`src/rtl/mux_led_pkg.sv`:
```
// Shared constants for the LED multiplexer: FSM state codes, default parameters
// and a width helper used by the sub-blocks.
package mux_led_pkg;

    localparam logic [0:0] ST_MANUAL = 1'b0;
    localparam logic [0:0] ST_SCAN   = 1'b1;

    localparam int DEF_SEL_W       = 2;
    localparam int DEF_SYNC_STAGES = 2;
    localparam int DEF_DEB_CNT     = 16;
    localparam int DEF_SCAN_DIV    = 12000000;

    // Bits needed to hold values 0..v-1 (never less than 1).
    function automatic int clog2(input int v);
        int r;
        int x;
        r = 0;
        x = v - 1;
        while (x > 0) begin
            r++;
            x = x >> 1;
        end
        return (r < 1) ? 1 : r;
    endfunction

endpackage

```
`src/rtl/mux_led_scan_if.sv`:
```
// Board-facing signal bundle of the LED multiplexer; master drives the switches/data,
// slave is the multiplexer itself.
interface mux_led_scan_if #(
    parameter int SEL_W = 2
);
    localparam int N = 1 << SEL_W;

    logic [SEL_W-1:0] sel_in;
    logic [N-1:0]     data_in;
    logic             scan_en;
    logic             led_o;
    logic [SEL_W-1:0] sel_o;
    logic             sel_valid;

    modport master (
        output sel_in, data_in, scan_en,
        input  led_o, sel_o, sel_valid
    );

    modport slave (
        input  sel_in, data_in, scan_en,
        output led_o, sel_o, sel_valid
    );
endinterface

```
`src/rtl/mux_led_debounce.sv`:
```
// Synchroniser plus whole-vector debouncer: a new value is accepted only after it has
// been seen unchanged for DEB_CNT consecutive cycles. Reusable for push-buttons.
module mux_led_debounce
    import mux_led_pkg::*;
#(
    parameter int WIDTH       = 2,
    parameter int SYNC_STAGES = 2,
    parameter int DEB_CNT     = 16
) (
    input  logic             clk,
    input  logic             rst_n,
    input  logic [WIDTH-1:0] raw_i,
    output logic [WIDTH-1:0] db_o,
    output logic [WIDTH-1:0] db_next_o,
    output logic             valid_o
);
    localparam int CNT_W = clog2(DEB_CNT + 1);

    logic [WIDTH-1:0] sync_w;
    logic [WIDTH-1:0] cand_q, cand_d;
    logic [CNT_W-1:0] cnt_q, cnt_d;
    logic [WIDTH-1:0] db_q, db_d;
    logic             valid_q, valid_d;

    genvar gi;
    generate
        for (gi = 0; gi < SYNC_STAGES; gi++) begin : g_sync
            logic [WIDTH-1:0] stage_q;
            if (gi == 0) begin : g_first
                always_ff @(posedge clk or negedge rst_n) begin
                    if (!rst_n) stage_q <= '0;
                    else        stage_q <= raw_i;
                end
            end else begin : g_rest
                always_ff @(posedge clk or negedge rst_n) begin
                    if (!rst_n) stage_q <= '0;
                    else        stage_q <= g_sync[gi-1].stage_q;
                end
            end
        end
    endgenerate

    assign sync_w = g_sync[SYNC_STAGES-1].stage_q;

    // Any disagreement with the candidate restarts the stability window.
    always_comb begin
        cand_d  = cand_q;
        cnt_d   = cnt_q;
        db_d    = db_q;
        valid_d = valid_q;
        if (sync_w != cand_q) begin
            cand_d = sync_w;
            cnt_d  = '0;
        end else if (cnt_q < CNT_W'(DEB_CNT - 1)) begin
            cnt_d = cnt_q + 1'b1;
        end else begin
            db_d    = cand_q;
            valid_d = 1'b1;
        end
    end

    always_ff @(posedge clk or negedge rst_n) begin
        if (!rst_n) begin
            cand_q  <= '0;
            cnt_q   <= '0;
            db_q    <= '0;
            valid_q <= 1'b0;
        end else begin
            cand_q  <= cand_d;
            cnt_q   <= cnt_d;
            db_q    <= db_d;
            valid_q <= valid_d;
        end
    end

    assign db_o      = db_q;
    assign db_next_o = db_d;
    assign valid_o   = valid_q;
endmodule

```
`src/rtl/mux_led_scan.sv`:
```
// N:1 LED multiplexer with debounced switch select and an automatic SCAN mode that
// steps through every channel once per SCAN_DIV clocks.
module mux_led_scan
    import mux_led_pkg::*;
#(
    parameter int SEL_W       = DEF_SEL_W,
    parameter int SYNC_STAGES = DEF_SYNC_STAGES,
    parameter int DEB_CNT     = DEF_DEB_CNT,
    parameter int SCAN_DIV    = DEF_SCAN_DIV
) (
    input  logic           clk,
    input  logic           rst_n,
    mux_led_scan_if.slave  bus
);
    localparam int N     = 1 << SEL_W;
    localparam int DIV_W = clog2(SCAN_DIV + 1);

    logic [SEL_W-1:0] sel_db_w, sel_db_next_w;
    logic             sel_valid_w;
    logic [N-1:0]     data_sync_w;
    logic             scan_sync_w;

    logic [0:0]       state_q, state_d;
    logic [DIV_W-1:0] div_q, div_d;
    logic [SEL_W-1:0] sel_q, sel_d;
    logic             led_q;

    mux_led_debounce #(
        .WIDTH       (SEL_W),
        .SYNC_STAGES (SYNC_STAGES),
        .DEB_CNT     (DEB_CNT)
    ) u_sel_db (
        .clk       (clk),
        .rst_n     (rst_n),
        .raw_i     (bus.sel_in),
        .db_o      (sel_db_w),
        .db_next_o (sel_db_next_w),
        .valid_o   (sel_valid_w)
    );

    genvar gi;
    generate
        for (gi = 0; gi < SYNC_STAGES; gi++) begin : g_sync
            logic [N-1:0] data_q;
            logic         scan_q;
            if (gi == 0) begin : g_first
                always_ff @(posedge clk or negedge rst_n) begin
                    if (!rst_n) begin
                        data_q <= '0;
                        scan_q <= 1'b0;
                    end else begin
                        data_q <= bus.data_in;
                        scan_q <= bus.scan_en;
                    end
                end
            end else begin : g_rest
                always_ff @(posedge clk or negedge rst_n) begin
                    if (!rst_n) begin
                        data_q <= '0;
                        scan_q <= 1'b0;
                    end else begin
                        data_q <= g_sync[gi-1].data_q;
                        scan_q <= g_sync[gi-1].scan_q;
                    end
                end
            end
        end
    endgenerate

    assign data_sync_w = g_sync[SYNC_STAGES-1].data_q;
    assign scan_sync_w = g_sync[SYNC_STAGES-1].scan_q;

    // Manual tracking uses the debouncer's next value so a commit landing on the
    // SCAN->MANUAL edge is picked up, and a falling scan_en always beats a step.
    always_comb begin
        state_d = state_q;
        div_d   = div_q;
        sel_d   = sel_q;
        if (!scan_sync_w) begin
            state_d = ST_MANUAL;
            div_d   = '0;
            sel_d   = sel_db_next_w;
        end else if (state_q == ST_MANUAL) begin
            state_d = ST_SCAN;
            div_d   = '0;
        end else if (div_q == DIV_W'(SCAN_DIV - 1)) begin
            div_d = '0;
            sel_d = sel_q + 1'b1;
        end else begin
            div_d = div_q + 1'b1;
        end
    end

    always_ff @(posedge clk or negedge rst_n) begin
        if (!rst_n) begin
            state_q <= ST_MANUAL;
            div_q   <= '0;
            sel_q   <= '0;
            led_q   <= 1'b0;
        end else begin
            state_q <= state_d;
            div_q   <= div_d;
            sel_q   <= sel_d;
            led_q   <= data_sync_w[sel_q];
        end
    end

    assign bus.led_o     = led_q;
    assign bus.sel_o     = sel_q;
    assign bus.sel_valid = sel_valid_w;
endmodule

```
`src/flat_wrapper.sv`:
```
// flat-port wrapper written by rule: the top's interface ports become plain ports
module mux_led_scan_flat import mux_led_pkg::*;
#(
    parameter int SEL_W       = DEF_SEL_W,
    parameter int SYNC_STAGES = DEF_SYNC_STAGES,
    parameter int DEB_CNT     = DEF_DEB_CNT,
    parameter int SCAN_DIV    = DEF_SCAN_DIV
)
  (clk, rst_n, bus_sel_in, bus_data_in, bus_scan_en, bus_led_o, bus_sel_o, bus_sel_valid);
  mux_led_scan_if #(.SEL_W(SEL_W)) bus_i ();
  input  logic clk;
  input  logic rst_n;
  input wire logic [$bits(bus_i.sel_in)-1:0] bus_sel_in;
  input wire logic [$bits(bus_i.data_in)-1:0] bus_data_in;
  input wire logic [$bits(bus_i.scan_en)-1:0] bus_scan_en;
  output wire logic [$bits(bus_i.led_o)-1:0] bus_led_o;
  output wire logic [$bits(bus_i.sel_o)-1:0] bus_sel_o;
  output wire logic [$bits(bus_i.sel_valid)-1:0] bus_sel_valid;
  assign bus_i.sel_in = bus_sel_in;
  assign bus_i.data_in = bus_data_in;
  assign bus_i.scan_en = bus_scan_en;
  assign bus_led_o = bus_i.led_o;
  assign bus_sel_o = bus_i.sel_o;
  assign bus_sel_valid = bus_i.sel_valid;
  mux_led_scan #(.SEL_W(SEL_W), .SYNC_STAGES(SYNC_STAGES), .DEB_CNT(DEB_CNT), .SCAN_DIV(SCAN_DIV)) u_core (.clk(clk), .rst_n(rst_n), .bus(bus_i));
endmodule
```
`config.mk`:
```
export PLATFORM = sky130hd
export DESIGN_NAME = mux_led_scan_flat
export DESIGN_NICKNAME = d
export VERILOG_FILES = /design/src/rtl/mux_led_pkg.sv /design/src/rtl/mux_led_scan_if.sv /design/src/rtl/mux_led_debounce.sv /design/src/rtl/mux_led_scan.sv /design/src/flat_wrapper.sv
export SDC_FILE = /design/constraint.sdc
export NUM_CORES = 1
export LEC_CHECK = 0
export BUFFER_PORTS_ARGS = -buffer_cell sky130_fd_sc_hd__buf_4
export CORE_MARGIN = 2
export CORE_UTILIZATION = 25
export DETAILED_ROUTE_END_ITERATION = 12
export PLACE_DENSITY_LB_ADDON = 0.12
export SLEW_MARGIN = 40
export SYNTH_ARGS = -nofsm -noshare
export SYNTH_HDL_FRONTEND = slang
export SYNTH_HIERARCHICAL = 1
export SYNTH_SLANG_ARGS = --single-unit
```
`constraint.sdc`:
```
create_clock -name clk -period 2 [get_ports clk]
set_clock_uncertainty 0.1 [all_clocks]
set_input_delay 0.5 -clock clk [delete_from_list [all_inputs] [get_ports clk]]
set_output_delay 0.5 -clock clk [all_outputs]
set_load 0.03 [all_outputs]
```
==> summary.md <==
| Metric | Value |
|---|---|
| Clock Pin Slew Worst Setup and Hold Paths | 0.09 ns |
| Number of remaining DRC errors | 0 |
| DRT iter0 DRCs | 71 |
| Worst r2r src | u_core/div_q[8]$_DFF_PN0_ |
| Synth cell count leaders | 52 x dfrtp_1, 18 x nor2_1, 14 x nand2_1 |
| Top-area cell type share of the netlist area | 58.9% |
| # setup viols final | 0 |
| Crit start category | flop |
| Worst setup path startpoint | u_core/div_q[8]$_DFF_PN0_ |
| Initial antenna violation count | 0 |
| Vias in the first global route | about 1600 |
| H-tree Lvls | 2 |
| Hold Violations, Final | 0 |
| Top cell by count, worst path | buf_4 |
| CORE AREA | 0.00864 mm^2 |
| MaxCap Viol Count | 0 |
| GRT Util Overall | 10.0% |
| GRT overflow | 0 |
| Net count, final | 241 |
| Crit-path max cell delay | 0.50 ns |
| Share of cells above drive strength 1 | 24.2% |
| Gate power share | approximately 4.8% |
| Avg Vias per Cell | 4.65 |
| Clock root buffer | clkbuf_8 |
| Cts bufs inserted | 5 |
| Final cycle utilization of the critical path | 96.4% |
| Detailed placement HPWL | between 2 and 3 mm |
| IO buf count | 12 |
| Syn_area_per_cell | approximately 11 um^2 |
| Power per cell area | 719 mW/mm^2 |
| FP Rows | 34 |
| Async set-reset flop share out of synthesis | 100% |
| Die area | between 0.009 and 0.01 mm^2 |
| Die H | 98.0 um |
| WL final | around 4.4 mm |
| P_sw | 432 uW |
| Cell taking the most area after synthesis | dfrtp_1 |
| Most common cell in the synthesized netlist | dfrtp_1 |
| Switching Fraction | 22.1% |
| Status | finished clean |
| TritonRoute pass-1 iters | 4 |
| CTS tree | built |
| Max-slew headroom | 56.6% |
| Critical path class | flop to flop |
| EDFF count, synth | 0 |
| Largest net degree at the start of global routing | 53 |
| CP top delay family | simple AND/OR/NAND/NOR gates |
| Worst path slowest cell | or4_1 |
| DRT antenna net count | 0 |
| Total negative setup slack | 0 ns |
| Internal power | 1.52 mW |
| Clock power frac | roughly two fifths |
| # diodes | 0 |
| Post-Syn Area | 0.00221 mm^2 |
| First-pass GRT wire length | 7.72 mm |
| Cts hold-fix bufs | 0 |
| Area delta synth->final | 23.0% |
| Clk Latency, worst-skew pair | 0.31 ns |
| Core Util, Final | a little under a third |
| Predominant post-synthesis flop cell | dfrtp_1 |
| Register area share after synthesis | 58.9% |
| Met3 Wirelength | 173 um |
| Critical Path End Type | flop |
| WL/cell | between 10 and 15 um |
| Synth warnings | 6 |
| Gp weighted congestion | 0.762 |
| Cells along the critical path | buf_4 > nor4_2 > buf_4 > nand4_1 > or4_1 > a31oi_1 |
| Sequential Power Share | 56.2% |
| Met2 Wirelength | 1.97 mm |
| Starting density of the core | roughly 26% |
| Final Max Slew Viols | 0 |
| Clock sink total | 52 |
| Syn_nets | 207 |
| Final Critical Period | 1.93 ns |
| Synth cell types | 37 |
| Chip width | 98.0 um |
| Worst Hold Class | primary input to asynchronous set/reset pin |
| Uppermost layer routed | met4 |
| Leakage | 1.12 nW |
| Clock Path Buffers | 2 |
| Num ports | 13 |
| Routed via count | 1577 |
| CP max FO | 3 |
| WHS | 0.121 ns |
| #FFs+latches synth | 52 |
| Fmax | between 0.5 and 0.6 GHz |
| Met1 Routed Length | 2.21 mm |
| WP data required | approximately 2.1 ns |
| Area contributors post-synth | dfrtp_1 59%, xnor2_1 4.8%, nor2_1 3.1% |
| Worst Max-Slew Pin Slew | 0.652 ns |
| Crit path DAT | 2.05 ns |
| Peak VDD IR | 346 uV |
| Cells after Synth | 196 |
| Fill count | 873 |
| CP bufs+invs | 2 |
-- worst reg2reg max path, stage by stage (launching register included) --
cell     delay (ns)
dfrtp_1        0.41
buf_4          0.15
nor4_2         0.24
buf_4          0.17
nand4_1        0.10
or4_1          0.50
a31oi_1        0.18
-- metal layers --
layer / vias up / track usage (%)
met3: 7 / 3.29
met4: 0 / 3.42
met1: 764 / 13.3
li1: 776 / -
met5: - / 0
met2: 30 / 15.4
-- per-stage QoR --
stage | cell area, um^2 | power [mW] | setup WS [ns] | std cells
final | 2720 | 1.96 | 0.0712 | 339
after global placement | 2550 | 1.22 | -0.0478 | 329
after CTS | 2710 | 2.00 | 0.00419 | 341
after detailed placement | 2550 | 1.22 | -0.0926 | 329
after floorplan | 2210 | 1.16 | -0.0212 | 196
after global routing | 2720 | 2.05 | -0.0152 | 339
-- power by group through the flow --
stage	combinational, mW	clock (mW)	sequential [mW]
2_1_floorplan	0.0327	0	1.13
3_3_place_gp	0.0971	0	1.12
3_5_place_dp	0.0957	0	1.12
4_1_cts	0.0961	0.804	1.10
5_1_grt	0.106	0.845	1.10
6_report	0.0931	0.763	1.10
-- layout make-up --
| cell class | count | area (um^2) | area share [%] |
|---|---|---|---|
| Sequential cell | 52 | 1300 | 47.9 |
| Multi-Input combinational cell | 131 | 880 | 32.4 |
| Timing Repair Buffer | 34 | 259 | 9.53 |
| Tap cell | 108 | 135 | 4.97 |
| Clock buffer | 6 | 82.6 | 3.04 |
| Clock inverter | 2 | 38.8 | 1.43 |
| Inverter | 6 | 22.5 | 0.828 |
-- cells in the final DEF, fill, tap and decap left out, types with 2 or more instances in the layout --
cell | netlist | final
a21oi_1 | 11 | 9
a21oi_2 | 0 | 2
a31oi_1 | 2 | 2
a41oi_1 | 2 | 2
and3_1 | 3 | 3
buf_4 | 0 | 33
clkbuf_8 | 0 | 6
dfrtp_1 | 52 | 52
ha_1 | 2 | 2
inv_1 | 6 | 6
mux2_1 | 2 | 2
nand2_1 | 14 | 14
nand3_1 | 9 | 9
nand4_1 | 7 | 7
nor2_1 | 18 | 18
nor3_1 | 4 | 4
nor4_1 | 4 | 3
o21ai_0 | 2 | 2
o31ai_1 | 9 | 9
or2_2 | 2 | 2
or3_1 | 2 | 2
or4_1 | 9 | 6
or4_4 | 0 | 3
xnor2_1 | 12 | 12
xor2_1 | 4 | 4
-- worst paths after layout --
kind	to	slack (ns)	cells past startpoint
worst max-delay path	u_core/bus.sel_o[1]$_DFFE_PN0P_	0.07	6
worst min register to register	u_core/data_sync_w[0]$_DFF_PN0_	0.25	0
min in group clk	u_core/u_sel_db/g_sync[0].stage_q[1]$_DFF_PN0_	0.19	1
worst min-delay path	u_core/g_sync[0].data_q[1]$_DFF_PN0_	0.12	1
worst max register to register	u_core/bus.sel_o[1]$_DFFE_PN0P_	0.07	6
max in group asynchronous	u_core/div_q[18]$_DFF_PN0_	1.25	1
-- registers in the layout (all words and copies together) (netlist names) --
| register | cells |
|---|---|
| u_core/data_sync_w | 4 |
| u_core/g_sync.data_q | 4 |
| u_core/bus.led_o | 1 |
| u_core/u_sel_db/cand_q | 2 |
| u_core/u_sel_db/cnt_q | 5 |
| u_core/u_sel_db/db_o | 2 |
| u_core/bus.sel_o | 2 |
| u_core/state_q | 1 |
| u_core/g_sync.scan_q | 2 |
| u_core/div_q | 24 |
| u_core/u_sel_db/g_sync.stage_q | 4 |
| u_core/u_sel_db/valid_o | 1 |
-- cells by family (layout without fill, tap and decap cells) --
logic type                 count (synthesis)  in the layout  share of synthesized area [%]
muxes                                      3              3                           2.04
buffers and inverters                     13             48                           2.60
xor gates and xnor gates                  16             16                           6.34
adders and majority gates                  2              2                           1.13
AOI/OAI and AO/OA                         30             30                           9.00
DFF                                       52             52                           58.9
and+or+nand+nor                           80             80                           20.0
-- timing repair --
item | 4_1_cts | 5_1_grt
pin swaps | 8 | 5
setup buffers | 3 | 0
setup endpoints to repair | 7 | 18
gates resized for setup | 2 | 8
cloned | 1 | 0
Note: power is estimated with default switching activity, not from simulation.
